==> config.mk <==
export PLATFORM = sky130hd
export DESIGN_NAME = reg_write_queue
export DESIGN_NICKNAME = d
export VERILOG_FILES = /design/src/rtl/reg_write_queue.sv
export SDC_FILE = /design/constraint.sdc
export NUM_CORES = 1
export LEC_CHECK = 0
export BUFFER_PORTS_ARGS = -buffer_cell sky130_fd_sc_hd__buf_2
export CAP_MARGIN = 15
export CORE_MARGIN = 4
export CORE_UTILIZATION = 50
export DETAILED_ROUTE_END_ITERATION = 10
export GPL_TIMING_DRIVEN = 0
export HOLD_SLACK_MARGIN = 0.08
export PLACE_DENSITY = 0.82
export SKIP_LAST_GASP = 1
export SLEW_MARGIN = 30
export SYNTH_ARGS = -nofsm -noshare
export SYNTH_HDL_FRONTEND = slang
export SYNTH_SLANG_ARGS = --single-unit
==> constraint.sdc <==
create_clock -name clk -period 3.1 [get_ports clk]
set_clock_uncertainty 0.2 [all_clocks]
set_input_delay 0.155 -clock clk [delete_from_list [all_inputs] [get_ports clk]]
set_output_delay 0.155 -clock clk [all_outputs]
set_load 0.02 [all_outputs]
==> src/rtl/reg_write_queue.sv <==
// reg_write_queue: valid/ready buffered feeder for a single-write register.
// Words are queued in a DEPTH-entry FIFO and drained at most one per clock
// onto registered write_data/write_enable.
// Optional feature: define REG_WRITE_COUNT_EN to add a saturating 16-bit
// write_count output that counts write_enable pulses.
module reg_write_queue #(
    parameter int unsigned width = 16,
    parameter int unsigned DEPTH = 4,
    localparam int unsigned AW   = $clog2(DEPTH)
) (
    input  logic             clk,
    input  logic             reset,
    input  logic [width-1:0] in_data,
    input  logic             in_valid,
    output logic             in_ready,
    input  logic             drain_hold,
    output logic [width-1:0] write_data,
    output logic             write_enable,
    output logic [AW:0]      level
`ifdef REG_WRITE_COUNT_EN
    ,
    output logic [15:0]      write_count
`endif
);

    logic [width-1:0] mem [DEPTH];
    logic [AW-1:0]    wr_ptr_q, rd_ptr_q;
    logic [AW:0]      level_q, level_d;
    logic [width-1:0] write_data_q;
    logic             write_enable_q;
    logic             empty, full, push, pop;

    // Flags and handshake derived from the registered occupancy only.
    always_comb begin
        empty    = (level_q == '0);
        full     = (level_q == (AW+1)'(DEPTH));
        in_ready = reset & ~full;
        push     = in_valid & in_ready;
        // Pop sees only pre-edge contents, so an empty queue never falls through.
        pop      = ~empty & ~drain_hold;
    end

    // Occupancy next state: push and pop together leave it unchanged.
    always_comb begin
        level_d = level_q;
        unique case ({push, pop})
            2'b10:   level_d = level_q + (AW+1)'(1);
            2'b01:   level_d = level_q - (AW+1)'(1);
            default: level_d = level_q;
        endcase
    end

    // Storage array is intentionally not reset; stale entries are unreachable.
    always_ff @(posedge clk) begin
        if (push) begin
            mem[wr_ptr_q] <= in_data;
        end
    end

    // Pointers, occupancy and the registered write port.
    always_ff @(posedge clk or negedge reset) begin
        if (!reset) begin
            wr_ptr_q       <= '0;
            rd_ptr_q       <= '0;
            level_q        <= '0;
            write_data_q   <= '0;
            write_enable_q <= 1'b0;
        end else begin
            level_q <= level_d;
            if (push) begin
                wr_ptr_q <= wr_ptr_q + AW'(1);
            end
            if (pop) begin
                write_data_q   <= mem[rd_ptr_q];
                write_enable_q <= 1'b1;
                rd_ptr_q       <= rd_ptr_q + AW'(1);
            end else begin
                write_enable_q <= 1'b0;
            end
        end
    end

    assign write_data   = write_data_q;
    assign write_enable = write_enable_q;
    assign level        = level_q;

`ifdef REG_WRITE_COUNT_EN
    logic [15:0] write_count_q;

    // Saturating count of write_enable pulses.
    always_ff @(posedge clk or negedge reset) begin
        if (!reset) begin
            write_count_q <= '0;
        end else if (write_enable_q && (write_count_q != 16'hFFFF)) begin
            write_count_q <= write_count_q + 16'd1;
        end
    end

    assign write_count = write_count_q;
`endif

endmodule

* Word-level counts from Yosys, hierarchy flattened
Memory sizes are Yosys's and may differ from the RTL's. A register that Yosys moved wholly into a read port is not among the register bits.
Index checks and enable logic that the tools add are counted.
** Storage, ports and cells
- Bits in writable memories :: 64
- Bits in registers :: 8
- Memories kept :: 1
- Output and inout port bits :: 21
- Word-level logic and storage cells :: 25
** Memory list
- mem :: words 4, bits a word 16, rd ports 1, clocked after memory_dff 1, wr ports 1, line 26 : logic [width-1:0] mem [DEPTH];
** Operators by class
- Bitwise logic cells :: 6
- Add/sub/neg operators :: 4
- Eq/ne operators :: 3
- Mux-type cells :: 4
- Reductions and logical operators :: 3
** Operators by type and width (count)
- 3-bit case mux with 2 select lines :: 1
- 2-bit by 1-bit adder with 2-bit output, second input constant :: 2
- 3-bit by 1-bit adder with 3-bit output, second input constant :: 1
- 1-bit bitwise AND :: 3
- 3-bit equality test, second input constant :: 1
- 3-bit logical NOT :: 1
- 1-bit two-way mux :: 3
- 1-bit NOT :: 3
- 3-bit by 1-bit subtractor with 3-bit output, second input constant :: 1
- 2-bit by 1-bit equality test with 1-bit output, second input constant :: 1
- 2-bit equality test, second input constant :: 1
- 2-bit nonzero test :: 1
- 1-bit logical NOT :: 1

* Logic depth before layout (Yosys ltp)
- Depth in word-level cells :: 6
- Mapped depth :: 9
- Depth with buffers taken out :: 9

* Worst setup path after synthesis
OpenSTA, ideal clock, no wires.
- Path type :: flip-flop to flip-flop
- From :: register level_q[0], in the netlist level[0]
- To :: register level_q[2], in the netlist level[2]
- Period minus slack after synthesis :: 2392 ps
- Slack :: 708 ps
- Setup time :: 80 ps
- Data arrival time :: 2112 ps
- Stages on the path, launching flop included :: 10
- Cells stage by stage :: dfrtp_1 > nor3_1 > nor2_2 > buf_6 > ha_1 > inv_1 > fa_1 > xor2_1 > nor2_1 > xnor2_1
** Between the ends
- Elaborated cells between the ends (all ways) :: 13
- Classes of those cells :: add/sub (2); eq/ne (3); mux (1); bitwise (5); reduce/logical (2)
** RTL lines
- start, declared :: line 28 : logic [AW:0] level_q, level_d;
- start signal, assigned :: line 69 : level_q <= level_d;
- 3-bit logical NOT (*) :: line 35 : empty = (level_q == '0);
- 1-bit NOT (*) :: line 40 : pop = ~empty & ~drain_hold;
- 1-bit bitwise AND (*) :: line 40
- named net pop :: line 31 : logic empty, full, push, pop;
- 2-bit by 1-bit equality test with 1-bit output or 2-bit equality test (tied branches) :: line 46 : unique case ({push, pop})
- 3-bit case mux with 2 select lines or 2-bit nonzero test (tied branches)
Mark *: on every way through the listed nets, which the timed path passes. The rest lies on a longest branch.
A chain may end at the register's enable or synchronous reset.

* Final worst setup path
- From :: input port reset
- To :: memory mem[1][6], enable pin
** Between the ends
- Word-level cells in the longest chain between the ends :: 4
** RTL lines
- start, declared :: line 12 : input logic reset,
- 1-bit bitwise AND :: line 37 : in_ready = reset & ~full;
- 1-bit bitwise AND :: line 38 : push = in_valid & in_ready;
- 1-bit two-way mux :: line 55 : if (push) begin
- 1-bit two-way mux (not written as such) :: line 56 : mem[wr_ptr_q] <= in_data;
- end, declared :: line 26
Every way passes these cells.

==> reports/qor.yml <==
synthesis:
  yosysTopAreaCell: "edfxtp_1"
  synth_cells: 156
  yosysSeqAreaShare_pct: 73.7
  yosysWarningCount: 0
  syn_avg_cell_area_um2: 21.9
  synth_top_cell_area_share_pct: 56.1
  ys_types: 23
  syn-num-nets: 182
  async_flop_share_pct: 27.3
  synth_area_mm2: 0.00342
  ys_top_cells_by_area: "edfxtp_1 (56%), dfrtp_1 (18%), mux4_1 (6.1%), mux4_2 (5.3%), mux2_4 (3.5%)"
  synth_edf_count: 64
  ys_seq_elements: 88
  synthFlopType: "edfxtp_1"
sta:
  rsz0062_at_grt: "no"
  setup_viol: 0
  fmax_mhz: 385
  fin_crit_ns: 2.60
  hold_viol: 0
  worstMarginPinSlew_ns: 0.897
  fin_crit_sh_pct: 83.8
  tns_ns: 0
  slew_headroom_pct: 40.2
  slew_violations: 0
critical_path:
  crit_chain: "dlygate4sd3_1 > buf_2 > o311a_1 > and2_1"
  crit_type: "input pin to flop"
  slowest_delay_ns: 0.77
  critPathArrivalTime_ns: 2.37
  r2r-end: "level[2]"
  reg2reg_from: "level[0]"
  slowest_stage: "and2_1"
  setup.worst_path.end_class: "flop"
  reg2reg_slack_ns: 0.54
  crit_required_ns: 2.88
  r2r.worst_path.cells: 9
  worstPathMaxFanout: 26
  setup.worst_path.start: "reset"
  cp.depth: 4
  critPathBufInv: 2
  crit_path_end: "mem[1][6]"
  start_kind: "input pin"
  path_delay_family: "buffers and inverters"
floorplanning:
  num_rows: 29
  die_x_um: 90.7
  fp.coreArea_mm2: 0.00649
  start_util_pct: 52.7
  die-area_mm2: 0.00823
  boundaryPins: 41
  die_y_um: 90.7
layout:
  fillers: 403
  drive_gt1_share_pct: 36.8
  num_antenna_cells: 0
  area_growth_syn_to_layout_pct: 20.7
  layout_commonest_cell: "edfxtp_1"
  final_util_pct: 63.6
  nets: 252
  final_cell_mix: "edfxtp_1 (64), buf_2 (41), dfrtp_1 (24)"
drt:
  wl_met3_um: 180
  drc: 0
  avgViaCountPerCell: 5.34
  vias: 1645
  wl_per_cell_um: 18.8
  routedLengthMet1_um: 2340
  route.met2.wl_um: 3100
  dr.pass1.iters: 4
  highest_layer: "met4"
  drt_wl_total_um: 5790
  antenna_left: 0
  drt_iter0_markers: 99
run:
  maxCapViolCount: 0
cts:
  clock_path_buffers: 2
  htreeDepth: 3
  cts_tree: "done"
  clock-sinks: 88
  clk_latency_ns: 0.36
  cts_buffers: 9
  cts-root-buf: "clkbuf_8"
  clkSlewWorstSetupHoldPaths_ns: 0.09
global_route:
  grt_pass1_vias: 1763
  grt_max_degree: 27
  track_usage_pct: 15.1
  antenna_found_initial: 0
  grt_pass1_wl_um: 9190
  overflow: 0
min_path:
  hp-class: "input pin to async pin"
pwr:
  power_mw: 3.70
  ir_drop_v: 0.000329
  power_density_mw_per_mm2: 896
  p_leak_nw: 1.60
status:
  outcome: "finished, final reports clean"
placement:
  place.gp.congestion: 0.708
  hpwlAfterDp_um: 3590
  io_buffers: 40
## per-layer routing
| metal | up-vias | track usage, % |
|---|---|---|
| met2 | 39 | 26.0 |
| met3 | 13 | 3.17 |
| met4 | 0 | 8.67 |
| met1 | 838 | 17.3 |
| met5 | - | 0 |
| li1 | 755 | - |
## repair_timing
item,in CTS,in global routing
gates resized for setup,0,0
buffers inserted,0,0
hold endpoints to repair,93,0
hold buffers,19,0
## cell type report
class / instances / area [µm²] / share of cell area [%]
Inverter: 7 / 26.3 / 0.636
Clock inverter: 5 / 81.3 / 1.97
Multi-Input combinational cell: 56 / 823 / 19.9
Timing Repair Buffer: 59 / 390 / 9.45
Buffer: 5 / 51.3 / 1.24
Sequential cell: 88 / 2520 / 61.0
Clock buffer: 11 / 141 / 3.42
Tap cell: 77 / 96.3 / 2.33
## worst min-delay path by stage
stage | from | to | slack [ns] | cells past startpoint
floorplan | reset | level[0] | -0.34 | 0
global placement | reset | write_data[1] | -0.02 | 1
detailed placement | reset | write_data[1] | -0.01 | 1
CTS | reset | write_data[11] | 0.14 | 2
global route | reset | write_data[11] | 0.17 | 2
finish | reset | write_data[7] | 0.13 | 2
## through the flow
step                      area [µm²]  setup slack [ns]  instances  hold slack, ns
after floorplan                 3420             0.708        156          -0.341
after global placement          3720             0.591        273         -0.0173
after detailed placement        3720             0.585        273         -0.0101
after CTS                       4130             0.457        308           0.143
after global routing            4130             0.330        308           0.172
final                           4130             0.502        308           0.130
## registers in the layout, summed over array words and instances, names as in the netlist
signal	count
level	3
wr_ptr_q	2
write_data	16
mem	64
rd_ptr_q	2
write_enable	1
## kinds of logic (layout without fill, tap and decap cells)
| kind of cell | count (synthesis) | after routing | synth area share (%) |
|---|---|---|---|
| buffers and inverters | 12 | 87 | 2.27 |
| muxes | 34 | 34 | 18.2 |
| AOI/OAI and AO/OA | 2 | 2 | 0.548 |
| DFF | 88 | 88 | 73.7 |
| and+or+nand+nor | 8 | 8 | 1.39 |
| adders and majority gates | 6 | 6 | 2.41 |
| xor gates and xnor gates | 6 | 6 | 1.54 |
## worst reg2reg max path, stage by stage, from the launching register on
cell and delay (ns):
dfrtp_1 0.45, nor3_1 0.12, nor2_2 0.44, buf_6 0.27
ha_1 0.20, inv_1 0.06, fa_1 0.37, xor2_1 0.15
nor2_1 0.11, xnor2_1 0.12
## Yosys cell counts, types with 2 or more instances
library cell and count:
mux4_2 8, xnor2_1 3, buf_6 2, ha_1 5
xor2_1 3, and2_1 4, mux4_1 8, dfrtp_1 24
edfxtp_1 64, mux2_4 8, mux2_2 9, inv_1 7
## where the power goes
group	internal (mW)	switching [mW]
clock	0.476	0.388
combinational	0.588	0.599
sequential	1.53	0.127
Note: power is estimated with default switching activity, not from simulation.
